--- config.mk ---
export PLATFORM = sky130hd
export DESIGN_NAME = ext_snapshot_fifo
export DESIGN_NICKNAME = d
export VERILOG_FILES = /design/src/rtl/ext_snapshot_fifo.sv
export SDC_FILE = /design/constraint.sdc
export NUM_CORES = 1
export LEC_CHECK = 0
export ABC_AREA = 1
export CAP_MARGIN = 5
export CORE_AREA = 2 2 106 108
export DETAILED_ROUTE_END_ITERATION = 10
export DIE_AREA = 0 0 108 110
export GPL_ROUTABILITY_DRIVEN = 1
export HOLD_SLACK_MARGIN = 0.03
export PLACE_DENSITY_LB_ADDON = 0.08
export SYNTH_ARGS = -nofsm -noshare
export SYNTH_HDL_FRONTEND = slang
export SYNTH_SLANG_ARGS = --single-unit
--- constraint.sdc ---
create_clock -name clk -period 8.5 [get_ports clk]
set_clock_uncertainty 0.15 [all_clocks]
set_input_delay 1.7 -clock clk [delete_from_list [all_inputs] [get_ports clk]]
set_output_delay 1.7 -clock clk [all_outputs]
set_load 0.03 [all_outputs]
--- src/rtl/ext_snapshot_fifo.sv ---
// ext_snapshot_fifo: samples an exported register on request into a small FIFO drained over valid/ready
module ext_snapshot_fifo #(
  parameter int WIDTH = 32,
  parameter int DEPTH = 4
) (
  input  logic                     clk,
  input  logic                     rst,
  input  logic [WIDTH-1:0]         ext_data,
  input  logic                     cap,
  input  logic                     clear,
  output logic                     out_valid,
  input  logic                     out_ready,
  output logic [WIDTH-1:0]         out_data,
  output logic [$clog2(DEPTH):0]   count,
  output logic                     overflow,
  output logic [7:0]               drop_cnt
);
  localparam int AW = $clog2(DEPTH);
  localparam logic [AW:0] FULL = (AW+1)'(DEPTH);
  logic [WIDTH-1:0] mem [DEPTH];
  logic [AW-1:0] rp, wp;
  logic full, pop, push, drop;
  always_comb begin
    full = count == FULL;
    out_valid = count != '0;
    out_data = out_valid ? mem[rp] : '0;
    pop = out_valid & out_ready;
    push = cap & (~full | pop);
    drop = cap & full & ~pop;
  end
  always_ff @(posedge clk) if (push && !clear) mem[wp] <= ext_data;
  always_ff @(posedge clk or posedge rst) begin
    if (rst) begin
      rp <= '0;
      wp <= '0;
      count <= '0;
      overflow <= 1'b0;
      drop_cnt <= '0;
    end else if (clear) begin
      rp <= '0;
      wp <= '0;
      count <= '0;
      overflow <= 1'b0;
      drop_cnt <= '0;
    end else begin
      rp <= rp + AW'(pop);
      wp <= wp + AW'(push);
      count <= count + (AW+1)'(push) - (AW+1)'(pop);
      overflow <= overflow | drop;
      drop_cnt <= drop_cnt + 8'(drop && drop_cnt != 8'hff);
    end
  end
endmodule

==> results.md <==
- The run finished with clean final reports.
- The routed design could run at a clock period as short as about 5.2 ns.
- The detail-routed net length per standard cell is roughly 15 µm.
- The count of standard-cell rows is 38.
- The critical-path maximum fanout is between 60 and 70.
- The clock buffer count from CTS is 17.
- The via count of the first global-routing pass is approximately 4000.
- Setup repair after global routing left no endpoint under its margin.
- The final hold slack is approximately 0.37 ns.
- The reported leakage power is slightly above 3 nW.
- The area enclosed by the die boundary is 0.0119 mm².
- The kind of start point of the critical path is a flop.
- Of the cells placed in the final design, the portion with a size suffix greater than 1 is 0.0776.
- The total negative slack for setup checks is 0 ns.
- The proportion of synthesized chip area in sequential cells is 0.683.
- At the end of the flow the core is filled with cells to 0.711.
- The endpoint required time on the critical path is between 6 and 7 ns.
- The total congestion overflow is 0.
- In the layout the commonest cells are 209 x sky130_fd_sc_hd__nand2_1, 128 x sky130_fd_sc_hd__edfxtp_1, 81 x sky130_fd_sc_hd__inv_1, 81 x sky130_fd_sc_hd__clkdlybuf4s50_1, 37 x sky130_fd_sc_hd__nand3_1.
- The type of element capturing the critical path is an output port.
- The max-capacitance violation count is 0.
- Setup violations remaining at the end of the flow were counted as 0.
- Entering global routing, the biggest net connects 67 pins.
- The sink count of the clock tree is 144.
- At the end of routability-driven placement, the weighted congestion stood at approximately 0.76.
- The number of flip-flops and latches in the synthesized netlist is approximately 140.
- The initial core utilization is 0.581.
- The maximum resistive drop on vdd is 0.000346 V.
- For this run, the top clock speed supported by timing is between 0.15 and 0.2 GHz.
- Once layout is done, the placed cells without fillers occupy approximately 0.0076 mm².
- In this run, post-CTS repair resized a total of 0 instances.
- For the pin with the worst max-slew slack, the measured transition is between 1 and 1.5 ns.
- Counting every net in the synthesized netlist gives between 600 and 700.
- The chip width is ~110 µm.
- The initial antenna violation count is 0.
- The most common cell after layout, fill and taps aside is sky130_fd_sc_hd__nand2_1.
- The type of the setup path with the least slack is flop to output port.
- The source-to-sink clock delay at the later pin of the worst-skew pair is around 0.52 ns.
- 82 I/O pins were placed.
- After detailed placement, the total cell area comes to roughly 0.0071 mm².
- Counting distinct cell types in the post-synthesis netlist gives 22.
- The wire length of the first global-routing pass is between 15 and 20 mm.
- Setup slack on the critical path of the routed design comes to ~3.3 ns.
- The total power divided by cell area is approximately 320 mW/mm².
- Once detail routing completed, the nets flagged for antenna violations numbered 0.
- Counting along the longest clock path gives a buffer depth of 2.
- The number of buffers inserted by post-CTS setup repair is 0.
- The average instance area after synthesis is approximately 11 µm².
- The antenna diode count is 0.
- The detailed router's first-iteration violation count is 308.
- The core outline area is between 0.01 and 0.015 mm².
- The count of pins over their slew limit is 0.
- The net total in the final layout is approximately 700.
- The number of hold buffers added after CTS was 0.
- Across every metal layer, demand over resource in global routing totals 0.219.
- The worst pin sits at a relative slew slack of 0.268.
- In the routed layout, each cell is associated on average with a via count of between 5 and 6.
- The clock transition at the registers of the reported paths is around 0.060 ns.
- The total via count after detailed routing is roughly 4100.
- The residual DRC count is 0.
- During synthesis, Yosys emitted a total of 0 warnings.
- The min-delay analysis places its worst path in the category flop to flop.
- The total detailed-routing wirelength is around 12 mm.
- Relative to the synthesized area, the layout overhead comes to 22.4%.
- The detailed placer's ending HPWL is around 6.8 mm.
- Measured along the y axis, the die boundary spans 110 µm.
- The first detailed-routing pass ran for 5 iterations.
- The TritonCTS clock tree is done.
- Synthesis produced roughly 580 cells.
- In this run the cell area of the synthesized design comes to ~0.0062 mm².
- In this run the tool buffered the top-level ports with 81 buffer cells.
- Dividing the final minimum period by the clock period gives 0.615.
- Before CTS, the worst setup slack after placement is 3.85 ns.
- The number of hold violations in the final report is 0.
- The H-tree was split into 4 levels.
- The CTS root buffer is sky130_fd_sc_hd__clkbuf_8.
- The data arrival time of the worst path is roughly 3.4 ns.
[metrics by stage]
step                total power, mW  std cells
floorplan                      1.49        579
global placement               1.77        778
detailed placement             1.78        778
CTS                            2.45        810
global route                   2.55        810
finish                         2.44        810
[area by class of cell]
cell class | instances | area (µm²)
Fill cell | 779 | 3100
Multi-Input combinational cell | 327 | 1500
Timing Repair Buffer | 83 | 826
Sequential cell | 144 | 4250
Inverter | 84 | 315
Clock buffer | 19 | 422
Clock inverter | 13 | 115
Tap cell | 140 | 175
[per-layer routing]
layer	vias up	global-route usage	wire, µm
li1	2021	-	-
met1	1996	0.288	5430
met2	120	0.363	6090
met3	10	0.0600	664
met4	0	0.0604	126
met5	-	0	0
[path summary, 6_finish.rpt]
path | startpoint | end | slack (ns) | cells after the start
min in group asynchronous | rst | drop_cnt[3] | 1.40 | 2
worst min register to register | overflow | overflow | 0.37 | 2
max in group asynchronous | rst | rp[0] | 6.38 | 2
worst min-delay path | overflow | overflow | 0.37 | 2
worst max register to register | count[2] | count[2] | 5.80 | 11
worst max-delay path | rp[0] | out_data[29] | 3.27 | 7
[kinds of logic after synthesis]
kind of cell | Yosys count | synth area share
and+or+nand+nor | 275 | 0.178
DFF | 144 | 0.683
buffers and inverters | 108 | 0.0798
AOI/OAI and AO/OA | 44 | 0.0425
adders and majority gates | 7 | 0.0153
xor gates and xnor gates | 1 | 0.00141
[critical path, cell delays in order, from the launching register on]
cell                              delay [ns]
sky130_fd_sc_hd__dfrtp_2                0.38
sky130_fd_sc_hd__buf_4                  0.35
sky130_fd_sc_hd__inv_2                  0.88
sky130_fd_sc_hd__nand2_1                0.15
sky130_fd_sc_hd__nand2_1                0.14
sky130_fd_sc_hd__nand2_1                0.08
sky130_fd_sc_hd__a21oi_2                0.14
sky130_fd_sc_hd__clkdlybuf4s50_1        0.68
[state kept, by name, indices dropped and copies added (netlist names)]
register  flops
mem         128
rp            2
overflow      1
wp            2
count         3
drop_cnt      8
[cells in the mapped netlist (all sizes together)]
master | instances | share of area
buf | 24 | 0.029
fa | 1 | 0.0032
or2 | 1 | 0.0014
dfrtp | 16 | 0.064
nand3 | 37 | 0.030
nor2 | 27 | 0.019
o21a | 1 | 0.0012
nand4 | 1 | 0.0010
xnor2 | 1 | 0.0014
ha | 6 | 0.012
nand2 | 209 | 0.13
edfxtp | 128 | 0.62
a21oi | 40 | 0.039
o21ai | 3 | 0.0024
inv | 84 | 0.051
[report_power, final]
group	total, mW	internal, mW	switching, mW	leakage, nW
registers	0.835	0.815	0.0200	1.38
clock network	0.670	0.387	0.284	0.234
logic	0.931	0.329	0.602	1.48
total	2.44	1.53	0.905	3.09
No activity file was read; power rests on OpenSTA's default activity.
